### src/rtl/lab1_pkg.sv
// Shared constants and state encoding for the Lab1 truth-table scanner.
package lab1_pkg;

  typedef enum logic {
    ST_IDLE  = 1'b0,
    ST_SWEEP = 1'b1
  } state_t;

  localparam int N_VEC = 16;
  localparam int VEC_W = 4;
  localparam int CNT_W = 8;

endpackage

### src/rtl/lab1_hold_timer.sv
// Hold counter: counts clocks while enabled and ticks on the last clock of each hold window.
module lab1_hold_timer
  import lab1_pkg::*;
#(
  parameter int HOLD_CYCLES = 4
) (
  input  logic clk,
  input  logic rst,
  input  logic clr_i,
  input  logic en_i,
  output logic tick_o
);

  logic [CNT_W-1:0] cnt_q;
  logic [CNT_W-1:0] cnt_d;

  assign tick_o = en_i && (cnt_q == CNT_W'(HOLD_CYCLES - 1));

  always_comb begin
    cnt_d = cnt_q;
    if (clr_i) begin
      cnt_d = '0;
    end else if (en_i) begin
      cnt_d = tick_o ? '0 : cnt_q + 1'b1;
    end
  end

  always_ff @(posedge clk or posedge rst) begin
    if (rst) begin
      cnt_q <= '0;
    end else begin
      cnt_q <= cnt_d;
    end
  end

endmodule

### src/rtl/lab1_truth_table_scanner.sv
// Clocked sweep of the Lab1 function inputs with per-vector capture of F into a 16-bit table.
// Optional table compare against EXP_TABLE is built when LAB1_SCAN_COMPARE_EN is defined.
module lab1_truth_table_scanner
  import lab1_pkg::*;
#(
  parameter int          HOLD_CYCLES = 4,
  parameter logic [15:0] EXP_TABLE   = 16'h0000
) (
  input  logic        clk,
  input  logic        rst,
  input  logic        start,
  input  logic        F,
  output logic        A,
  output logic        B,
  output logic        C,
  output logic        D,
  output logic        busy,
  output logic        done,
  output logic [15:0] truth_table
`ifdef LAB1_SCAN_COMPARE_EN
  ,
  output logic        pass,
  output logic        fail
`endif
);

  state_t             state_q, state_d;
  logic [VEC_W-1:0]   vec_q, vec_d;
  logic               busy_q, busy_d;
  logic               done_q, done_d;
  logic [N_VEC-1:0]   tt_q, tt_d;
  logic               timer_clr;
  logic               timer_en;
  logic               tick;
  logic               accept;
  logic               last;

  lab1_hold_timer #(
    .HOLD_CYCLES(HOLD_CYCLES)
  ) u_hold_timer (
    .clk   (clk),
    .rst   (rst),
    .clr_i (timer_clr),
    .en_i  (timer_en),
    .tick_o(tick)
  );

  always_comb begin
    state_d   = state_q;
    vec_d     = vec_q;
    busy_d    = busy_q;
    done_d    = 1'b0;
    tt_d      = tt_q;
    timer_clr = 1'b0;
    timer_en  = 1'b0;
    accept    = 1'b0;
    last      = 1'b0;
    case (state_q)
      ST_IDLE: begin
        busy_d = 1'b0;
        if (start) begin
          accept    = 1'b1;
          vec_d     = '0;
          tt_d      = '0;
          state_d   = ST_SWEEP;
          busy_d    = 1'b1;
          timer_clr = 1'b1;
        end
      end
      ST_SWEEP: begin
        timer_en = 1'b1;
        if (tick) begin
          tt_d[vec_q] = F;
          // The sweep ends at the last vector rather than wrapping.
          if (vec_q == VEC_W'(N_VEC - 1)) begin
            last    = 1'b1;
            done_d  = 1'b1;
            busy_d  = 1'b0;
            state_d = ST_IDLE;
            vec_d   = '0;
          end else begin
            vec_d = vec_q + 1'b1;
          end
        end
      end
      default: state_d = ST_IDLE;
    endcase
  end

  always_ff @(posedge clk or posedge rst) begin
    if (rst) begin
      state_q <= ST_IDLE;
      vec_q   <= '0;
      busy_q  <= 1'b0;
      done_q  <= 1'b0;
      tt_q    <= '0;
    end else begin
      state_q <= state_d;
      vec_q   <= vec_d;
      busy_q  <= busy_d;
      done_q  <= done_d;
      tt_q    <= tt_d;
    end
  end

  assign {A, B, C, D} = vec_q;
  assign busy         = busy_q;
  assign done         = done_q;
  assign truth_table  = tt_q;

`ifdef LAB1_SCAN_COMPARE_EN
  logic pass_q, pass_d;
  logic fail_q, fail_d;

  // Compare uses tt_d so the bit sampled at the final edge is included.
  always_comb begin
    pass_d = pass_q;
    fail_d = fail_q;
    if (accept) begin
      pass_d = 1'b0;
      fail_d = 1'b0;
    end else if (last) begin
      pass_d = (tt_d == EXP_TABLE);
      fail_d = (tt_d != EXP_TABLE);
    end
  end

  always_ff @(posedge clk or posedge rst) begin
    if (rst) begin
      pass_q <= 1'b0;
      fail_q <= 1'b0;
    end else begin
      pass_q <= pass_d;
      fail_q <= fail_d;
    end
  end

  assign pass = pass_q;
  assign fail = fail_q;
`else
  logic unused_exp_table;
  assign unused_exp_table = ^{EXP_TABLE, accept, last};
`endif

endmodule

### config.mk
export PLATFORM = sky130hd
export DESIGN_NAME = lab1_truth_table_scanner
export DESIGN_NICKNAME = d
export VERILOG_FILES = /design/src/rtl/lab1_pkg.sv /design/src/rtl/lab1_hold_timer.sv /design/src/rtl/lab1_truth_table_scanner.sv
export SDC_FILE = /design/constraint.sdc
export NUM_CORES = 1
export LEC_CHECK = 0
export ABC_AREA = 1
export BUFFER_PORTS_ARGS = -buffer_cell sky130_fd_sc_hd__buf_2
export CAP_MARGIN = 20
export CORE_ASPECT_RATIO = 0.6
export CORE_UTILIZATION = 56
export CTS_CLUSTER_DIAMETER = 60
export DETAILED_ROUTE_END_ITERATION = 10
export GPL_ROUTABILITY_DRIVEN = 0
export HOLD_SLACK_MARGIN = 0.1
export PLACE_DENSITY = 0.86
export SYNTH_ARGS = -nofsm -noshare
export SYNTH_HDL_FRONTEND = slang
export SYNTH_SLANG_ARGS = --single-unit
### constraint.sdc
create_clock -name clk -period 1.6 [get_ports clk]
set_input_delay 0.16 -clock clk [delete_from_list [all_inputs] [get_ports clk]]
set_output_delay 0.16 -clock clk [all_outputs]
set_load 0.01 [all_outputs]
## After elaboration in Yosys (flattened, before gate mapping)

Cells that the tools add are included.

- Output and inout port bits: 22
- Register bits: 31

- Magnitude comparators: 2
- Add/sub/neg operators: 2
- Eq/ne operators: 5
- Bitwise logic cells: 1
- Muxes and demuxes: 25
- Reductions and logical operators: 5

Operators with widths:

| operator | number |
|---|---|
| $mux 16 | 2 |
| $pmux 16 s2 | 1 |
| $mux 8 | 3 |
| $bwmux 16 | 1 |
| $mux 4 | 3 |
| $mux 1 | 11 |
| $add 8x1->8 const B | 1 |
| $eq 8x2->1 const B | 1 |
| $pmux 4 s2 | 1 |
| $lt 4x5->1 const B | 1 |
| $add 4x1->4 const B | 1 |
| $demux 1 s4 | 1 |
| $eq 4x4->1 const B | 1 |
| $ge 4x1->1 const B | 1 |
| $ne 2x1->1 const B | 2 |
| $pmux 1 s2 | 2 |
| $reduce_and 2->1 | 2 |
| $logic_and 1x1->1 | 2 |
| $ne 2x2->1 const B | 1 |
| $reduce_bool 2->1 | 1 |
| $not 1->1 | 1 |

## Depth between registers and ports, before layout

Gate-level depths: netlist of run 1.

- Word-level depth: 7
- Gate-level depth with buffers: 9
- Mapped depth without buffers: 8

## By module

From an unflattened synthesis of run 1, not the netlist that was laid out.

- Cell total of the unflattened synthesis: 230
- Area, all modules: 1770.4 um2

Modules (own cells, without submodules):

| module | cells an instance | area an instance (um2) | times used |
|---|---|---|---|
| lab1_truth_table_scanner | 152 | 1252.5 | 1 |
| lab1_hold_timer | 78 | 518.0 | 1 |

## Worst setup path before layout of run 1

Ideal clock, no wire load.

- Path kind: register -> register
- Start: register u_hold_timer.cnt_q[0]
- End: register tt_q[6], in the netlist truth_table[6]
- Data required time: 1.483 ns
- Buffers on the path: 2
- Stages on the path, launching flop included: 10
- Slack: 0.275 ns
- Data arrival time: 1.208 ns
- Cell sequence: dfrtp_1 > ha_1 > nand2_1 > nor2_1 > nand2_1 > nand2_2 > buf_6 > buf_6 > nand4_1 > nand2_1

- Longest elaborated chain between the ends: 4

Ends and longest elaborated chain:

| element | RTL line | source |
|---|---|---|
| from (decl) | lab1_hold_timer.sv:14 | `logic [CNT_W-1:0] cnt_q;` |
| from (signal assigned) | lab1_hold_timer.sv:32 | `cnt_q <= cnt_d;` |
| $eq 8x2->1 | lab1_hold_timer.sv:17 | `assign tick_o = en_i && (cnt_q == CNT_W'(HOLD_CYCLES - 1));` |
| $logic_and 1x1->1 | lab1_hold_timer.sv:17 |  |
| $ne 2x1->1 (no line) | - |  |
| $reduce_and 2->1 (no line) | - |  |
| to (signal assigned) | lab1_truth_table_scanner.sv:102 | `tt_q <= tt_d;` |
| to (decl) | lab1_truth_table_scanner.sv:31 | `logic [N_VEC-1:0] tt_q, tt_d;` |

No other way between the ends.
A chain may end at the register's enable or synchronous reset.

## Worst setup path after layout of run 1

- Start: register u_hold_timer.cnt_q[0]
- End: register tt_q[11], in the netlist truth_table[11]

The elaborated chain is that of the path after synthesis.

==> results.py, run 1 <==
metrics = {
    "clock_tree": {
        "h-tree-depth": 2,
        "clk_pin_slew_ps": 60,
        "cts_tree": "yes",
        "numCtsBuffers": 5,
        "clock_path_buffers": 2,
        "root_buffer": "clkbuf_8",
        "worst_skew_pair.late_latency_ps": 290,
        "clock_sinks": 31,
    },
    "floorplanning": {
        "ios": 26,
        "die_h_um": 45.4,
        "initial_utilization_pct": 60.2,
        "row_count": 15,
        "core_area_um2": 2930,
        "die_area_um2": 3380,
        "die_w_um": 74.4,
    },
    "global_route": {
        "grt_pass1_vias": 1293,
        "grt_overflow": 0,
        "antenna_found_initial": 0,
        "grt_start_max_net_pins": 36,
        "grt_use_total_pct": 24.9,
        "grt_pass1_wl_um": 6040,
    },
    "routing": {
        "firstDrtPassIters": 5,
        "vias_per_cell": 5.39,
        "drtIter0Drc": 217,
        "drc": 0,
        "ant_nets": 0,
        "routed_wl_um": 3990,
        "wl_per_cell_um": 12.9,
        "num_vias": 1671,
    },
    "timing": {
        "finalClockSkew_ps": 4.19,
        "min_period_over_period_pct": 92.5,
        "fin_tns_setup_ps": 0,
        "drv_slew": 0,
        "slew_headroom_pct": 67.0,
        "worstMarginPinSlew_ps": 494,
        "fin_crit_ps": 1480,
        "setup_viol": 0,
        "rsz0062_at_grt": "no",
        "hold_viol": 0,
        "fmax_mhz": 676,
    },
    "power_and_ir_drop": {
        "power_frac_seq_pct": 38.0,
        "swShare_pct": 39.3,
        "netSwitchingPower_mw": 1.27,
        "ir_drop_mv": 0.748,
        "pwr-share-clk_pct": 25.0,
        "leakagePower_nw": 1.11,
        "powerDensity_nw_per_um2": 1540,
        "finalPower_mw": 3.23,
        "p_int_mw": 1.96,
        "power_frac_comb_pct": 37.0,
    },
    "final_layout": {
        "final_common_cell": "nand2_1",
        "antenna_cells": 0,
        "final_area_um2": 2100,
        "syn_to_final_growth_pct": 19.4,
        "nets": 276,
        "drive_gt1_share_pct": 17.5,
        "final_cell_mix": "nand2_1, dfrtp_1, nor2_1, nand3_1, buf_2",
    },
    "hold_path": {
        "whs_path_depth": 3,
        "hp-start": "start",
        "min_path_type": "in2reg",
        "hold-path-endpoint": "busy",
    },
    "worst_setup_path": {
        "arrival_ps": 1660,
        "start_kind": "register",
        "r2r_start": "u_hold_timer.cnt_q[0]",
        "rrSetupSlack_ps": 120,
        "end_kind": "register",
        "r2r_cells": 9,
        "critPathKind": "reg2reg",
        "cp_max_fo": 17,
        "reg2reg_to": "truth_table[11]",
        "required_ps": 1780,
    },
    "synthesis": {
        "ys_seq_area_share_pct": 44.0,
        "synth_cells": 238,
        "yosys-top-cells-area": "dfrtp_1, nand2_1, nand3_1, o21ai_0, nand4_1",
        "avgSynthCellArea_um2": 7.40,
        "synth_area_um2": 1760,
        "ys_ff_latch": 31,
        "yosysWarnings": 0,
        "synth_largest_area_cell": "dfrtp_1",
        "syn-num-nets": 247,
        "synth.top_cell.area_share_pct": 44.0,
        "synth.distinct_cells": 18,
    },
    "placed_design": {
        "io_buffers": 25,
        "dp_hpwl_um": 2630,
        "place_area_um2": 1920,
    },
    "run_status": {
        "status": "finished clean",
    },
    "flow_run": {
        "cap_violations": 0,
    },
}
-- repair_timing --
action | 4_1_cts | 5_1_grt
setup buffers | 0 | 2
hold buffers | 1 | 0
gates resized for setup | 0 | 5
endpoints found under the hold margin | 31 | 0
setup endpoints to repair | 0 | 22
-- final cells by class --
class / count / area (um^2)
clock buffers: 6 / 82.6
clock inverters: 2 / 35.0
inverters: 19 / 73.8
flip-flops and latches: 31 / 776
fillers: 251 / 825
repair buffers: 33 / 218
multi-input cells: 177 / 866
well taps: 42 / 52.6
-- through the flow --
step / setup WS, ps / hold WS [ps] / utilization [%] / instances
2_1_floorplan: 275 / 264 / - / 238
4_1_cts: 25.5 / 164 / 69.8 / 307
3_5_place_dp: 36.1 / 262 / 65.4 / 298
6_report: 120 / 162 / 71.8 / 310
3_3_place_gp: 112 / 258 / 65.4 / 298
5_1_grt: 23.4 / 181 / 71.8 / 310
-- metal layers --
metal	vias to the layer above	global-route usage [%]	part of all wire, %
met2	68	32.6	42
met4	0	10.2	1.6
met1	759	38.7	49
met5	-	0	0
li1	836	-	-
met3	8	5.97	7.6
-- worst max path at each step --
stage / slack [ps] / cells past startpoint / endpoint / startpoint
3_3_place_gp: 110 / 9 / vec_q[2] / u_hold_timer.cnt_q[0]
6_report: 120 / 9 / truth_table[11] / u_hold_timer.cnt_q[0]
5_1_grt: 20 / 9 / truth_table[14] / u_hold_timer.cnt_q[0]
4_1_cts: 30 / 9 / vec_q[2] / u_hold_timer.cnt_q[0]
2_1_floorplan: 270 / 9 / truth_table[6] / u_hold_timer.cnt_q[0]
3_5_place_dp: 40 / 9 / vec_q[2] / u_hold_timer.cnt_q[0]
-- cells in the mapped netlist --
| cell | number |
|---|---|
| clkbuf_1 | 1 |
| nand3_1 | 25 |
| xor2_1 | 3 |
| nand2_1 | 75 |
| o21ai_0 | 19 |
| buf_2 | 8 |
| nor2_4 | 1 |
| nor2_1 | 25 |
| nand4_1 | 15 |
| buf_6 | 2 |
| nand2_2 | 2 |
| o22ai_1 | 3 |
| inv_2 | 3 |
| o21ai_1 | 2 |
| xnor2_1 | 2 |
| inv_1 | 16 |
| ha_1 | 5 |
| dfrtp_1 | 31 |
-- registers in the layout, indices dropped and copies added (netlist names) --
| name | count |
|---|---|
| busy | 1 |
| done | 1 |
| state_q | 1 |
| truth_table | 16 |
| u_hold_timer.cnt_q | 8 |
| vec_q | 4 |
-- cells by family after synthesis --
group,after synthesis,share of synthesized area (%)
DFF,31,44.0
and+or+nand+nor,143,35.1
xor gates and xnor gates,5,2.49
AOI/OAI and AO/OA,24,7.03
adders and majority gates,5,3.55
buffers and inverters,30,7.81
-- power by group through the flow --
stage / sequential (mW) / combinational, mW / clock [mW]
finish: 1.23 / 1.19 / 0.807
global route: 1.25 / 1.36 / 0.841
CTS: 1.21 / 1.11 / 0.822
detailed placement: 1.22 / 1.10 / 0
global placement: 1.22 / 1.05 / 0
floorplan: 1.24 / 0.750 / 0
-- critical path, stage by stage, from the launching register on --
cell and delay, ps:
dfrtp_1 420, ha_4 180, nand2_1 60, nor2_1 110, nand2_1 100, nand2_4 120, buf_12 150, nand3_1 80
nand2_1 90, nand2_1 50
No activity file was read; power rests on OpenSTA's default activity.
==> inputs of run 2 (changes only) <==
Settings changed: CAP_MARGIN 20 to 10, CORE_UTILIZATION 56 to 60, CTS_CLUSTER_SIZE set to 16, PLACE_DENSITY 0.86 to 0.91.
Clock period 1.6 ns to 1.88 ns, I/O delays scaled along.
==> results.py, run 2 (synthesized netlist as in run 1, its figures left out) <==
metrics = {
    "run_status": {
        "status": "finished clean",
    },
    "worst_setup_path": {
        "required_ps": 2060,
        "start_kind": "register",
        "cp_max_fo": 32,
        "end_kind": "register",
        "arrival_ps": 1810,
        "critPathKind": "reg2reg",
    },
    "clock_tree": {
        "root_buffer": "clkbuf_8",
        "worst_skew_pair.late_latency_ps": 290,
        "cts_resized": 0,
        "h-tree-depth": 2,
        "clk_pin_slew_ps": 70,
        "clock_path_buffers": 2,
        "clock_sinks": 31,
        "cts_tree": "yes",
        "numCtsBuffers": 5,
    },
    "routing": {
        "wl_per_cell_um": 13.6,
        "drc": 0,
        "routed_wl_um": 4130,
        "num_vias": 1703,
        "drtIter0Drc": 171,
        "firstDrtPassIters": 4,
        "ant_nets": 0,
        "vias_per_cell": 5.60,
    },
    "final_layout": {
        "antenna_cells": 0,
        "largest_register_ffs": 16,
        "syn_to_final_growth_pct": 13.5,
        "final_cell_mix": "nand2_1, dfrtp_1, nor2_1, nand3_1, buf_2",
        "nets": 272,
        "final_common_cell": "nand2_1",
        "drive_gt1_share_pct": 15.9,
    },
    "global_route": {
        "grt_start_max_net_pins": 36,
        "grt_overflow": 0,
        "grt_pass1_vias": 1486,
        "grt_use_total_pct": 29.7,
        "antenna_found_initial": 0,
        "grt_pass1_wl_um": 6900,
    },
    "power_and_ir_drop": {
        "ir_drop_mv": 0.776,
        "leakagePower_nw": 1.07,
        "finalPower_mw": 2.51,
        "powerDensity_nw_per_um2": 1260,
    },
    "placed_design": {
        "place_ws_ps": 301,
        "io_buffers": 25,
        "dp_hpwl_um": 2760,
    },
    "timing": {
        "worstMarginPinSlew_ps": 567,
        "worst_slack_ps": 247,
        "holdWs_ps": 191,
        "fin_tns_setup_ps": 0,
        "setup_viol": 0,
        "rsz0062_at_grt": "no",
        "drv_slew": 0,
        "finalClockSkew_ps": 5.43,
        "fmax_mhz": 612,
        "fin_crit_ps": 1630,
        "hold_viol": 0,
        "min_period_over_period_pct": 86.9,
        "slew_headroom_pct": 62.2,
    },
    "floorplanning": {
        "initial_utilization_pct": 66.6,
        "core_area_um2": 2650,
        "row_count": 14,
        "die_h_um": 44.0,
        "die_area_um2": 3160,
        "ios": 26,
        "die_w_um": 72.0,
    },
    "hold_path": {
        "min_path_type": "in2reg",
    },
    "flow_run": {
        "cap_violations": 0,
    },
}
[run 2: final timing paths]
kind,start,to,slack (ps),depth (start not counted)
max,u_hold_timer.cnt_q[0],truth_table[9],250,9
min,start,busy,190,3
max reg2reg,u_hold_timer.cnt_q[0],truth_table[9],250,9
min reg2reg,truth_table[6],truth_table[6],470,2
max in group asynchronous,rst,truth_table[6],1080,4
min in group asynchronous,rst,truth_table[12],520,4
[run 2: through the flow]
step / cell area (um^2) / util (%) / instances
2_1_floorplan: 1760 / - / 238
3_3_place_gp: 1910 / 72.0 / 295
3_5_place_dp: 1910 / 72.0 / 295
4_1_cts: 2000 / 75.6 / 304
5_1_grt: 2000 / 75.6 / 304
6_report: 2000 / 75.6 / 304
[run 2: metal layers]
metal  up-vias  wire length, um  global-route usage [%]
met5         -                0                       0
met4         0               91                    16.9
met3        13              366                    8.37
met2        86             1710                    39.8
met1       779             1960                    43.2
li1        825                -                       -
[run 2: power breakdown]
group | internal [mW] | switching (mW) | total [mW]
Sequential | 0.850 | 0.188 | 1.04
Clock | 0.253 | 0.269 | 0.522
Combinational | 0.338 | 0.614 | 0.952
[run 2: repair_timing]
item / 4_1_cts / 5_1_grt
hold buffers: 1 / 0
hold endpoints to repair: 31 / 0
setup buffers: 0 / 0
[run 2: layout make-up]
cell class / instances / area (um^2)
clock inverter: 3 / 15.0
timing repair buffer: 29 / 170
sequential: 31 / 776
inverter: 19 / 71.3
multi-input combinational: 177 / 848
tap: 40 / 50.0
clock buffer: 5 / 68.8
fill: 203 / 646
[run 2: critical path: stages, from the launching register on]
cell     delay, ps
dfrtp_1        400
ha_1           250
nand2_1         70
nor2_1         110
nand2_1         70
nand2_2        170
buf_12         210
nand3_1         90
nand2_1         90
nand2_1         50
==> inputs of run 3 (changes only) <==
Clock period 1.88 ns to 2.1 ns, I/O delays scaled along.
==> results.py, run 3 (synthesized netlist as in run 1, its figures left out) <==
metrics = {
    "power_and_ir_drop": {
        "powerDensity_nw_per_um2": 1180,
        "leakagePower_nw": 1.09,
        "finalPower_mw": 2.39,
        "ir_drop_mv": 0.664,
    },
    "final_layout": {
        "antenna_cells": 0,
        "nets": 273,
        "drive_gt1_share_pct": 16.2,
        "final_cell_mix": "nand2_1, dfrtp_1, nor2_1, nand3_1, buf_2",
        "largest_register_ffs": 16,
        "final_common_cell": "nand2_1",
        "syn_to_final_growth_pct": 15.1,
        "final_area_um2": 2030,
    },
    "floorplanning": {
        "core_area_um2": 2650,
        "row_count": 14,
        "die_area_um2": 3160,
        "die_h_um": 44.0,
        "initial_utilization_pct": 66.6,
        "ios": 26,
        "die_w_um": 72.0,
    },
    "timing": {
        "setup_viol": 0,
        "finalClockSkew_ps": 2.81,
        "min_period_over_period_pct": 79.7,
        "fin_tns_setup_ps": 0,
        "hold_viol": 0,
        "fin_crit_ps": 1670,
        "drv_slew": 0,
        "rsz0062_at_grt": "no",
        "fmax_mhz": 597,
        "slew_headroom_pct": 62.9,
        "worstMarginPinSlew_ps": 555,
    },
    "worst_setup_path": {
        "end_kind": "register",
        "crit_start": "state_q",
        "r2r_start": "state_q",
        "required_ps": 2320,
        "arrival_ps": 1900,
        "cp_max_fo": 15,
        "critPathKind": "reg2reg",
        "crit_end": "truth_table[8]",
        "rrSetupSlack_ps": 430,
        "start_kind": "register",
        "r2r_cells": 5,
        "reg2reg_to": "truth_table[8]",
    },
    "clock_tree": {
        "worst_skew_pair.late_latency_ps": 290,
        "numCtsBuffers": 5,
        "clk_pin_slew_ps": 60,
        "root_buffer": "clkbuf_8",
        "clock_sinks": 31,
        "clock_path_buffers": 2,
        "h-tree-depth": 2,
        "cts_tree": "yes",
    },
    "run_status": {
        "status": "finished clean",
    },
    "global_route": {
        "grt_use_total_pct": 28.7,
        "antenna_found_initial": 0,
        "grt_overflow": 0,
        "grt_start_max_net_pins": 36,
        "grt_pass1_wl_um": 6740,
        "grt_pass1_vias": 1426,
    },
    "placed_design": {
        "place_area_um2": 1900,
        "io_buffers": 25,
        "dp_hpwl_um": 2740,
    },
    "routing": {
        "num_vias": 1662,
        "drc": 0,
        "ant_nets": 0,
        "wl_per_cell_um": 13.0,
        "vias_per_cell": 5.45,
        "drtIter0Drc": 158,
        "firstDrtPassIters": 5,
        "routed_wl_um": 3970,
    },
    "flow_run": {
        "cap_violations": 0,
    },
    "hold_path": {
        "min_path_type": "in2reg",
    },
}
==> run 3: cell count changes in the layout (fill, tap and decap cells not counted), sizes merged <==
cell    before  now
buf         28   29
bufinv       0    1
clkbuf       5    6
clkinv       3    1
==> run 3: worst max-delay path, cell delays in order (launching register included) <==
cell	delay [ps]
dfrtp_1	600
buf_4	270
nand2_1	90
inv_1	370
nand4_1	170
nand2_1	110
==> run 3: stage by stage <==
step / instances / utilization (%) / setup slack, ps / hold slack [ps]
floorplan: 238 / - / 775 / 314
detailed placement: 296 / 71.9 / 479 / 304
global placement: 296 / 71.9 / 542 / 306
global route: 305 / 76.7 / 258 / 238
CTS: 305 / 76.7 / 453 / 209
finish: 305 / 76.7 / 425 / 223
==> run 3: timing repair <==
action / CTS / global route
endpoints found under the hold margin: 31 / 0
setup buffers: 0 / 0
hold buffers: 1 / 0
resized for setup: 0 / 0
==> run 3: final cells by class <==
cell class / count / area [um^2]
sequential: 31 / 776
timing repair buffer: 30 / 165
clock inverter: 2 / 35.0
inverter: 19 / 71.3
fill: 210 / 617
multi-input combinational: 177 / 848
tap: 40 / 50.0
clock buffer: 6 / 82.6
==> run 3: per-layer routing <==
metal  vias up  GRT usage [%]  part of all wire, %
met4         0           11.0                  1.6
met2        71           41.3                   42
met1       760           41.9                   48
li1        823              -                    -
met5         -              0                    0
met3         8           7.21                  8.5
==> run 3: worst min path at each step <==
| stage | slack [ps] | to | cells past startpoint | from |
|---|---|---|---|---|
| 4_1_cts | 210 | busy | 3 | start |
| 2_1_floorplan | 310 | busy | 1 | rst |
| 5_1_grt | 240 | busy | 3 | start |
| 3_3_place_gp | 310 | truth_table[9] | 3 | rst |
| 6_report | 220 | busy | 3 | start |
| 3_5_place_dp | 300 | truth_table[13] | 3 | rst |
==> run 3: power by group <==
part	total, mW	internal, mW	switching (mW)	leakage [nW]
logic	0.848	0.299	0.549	0.622
clock network	0.606	0.383	0.223	0.0612
registers	0.931	0.762	0.170	0.404
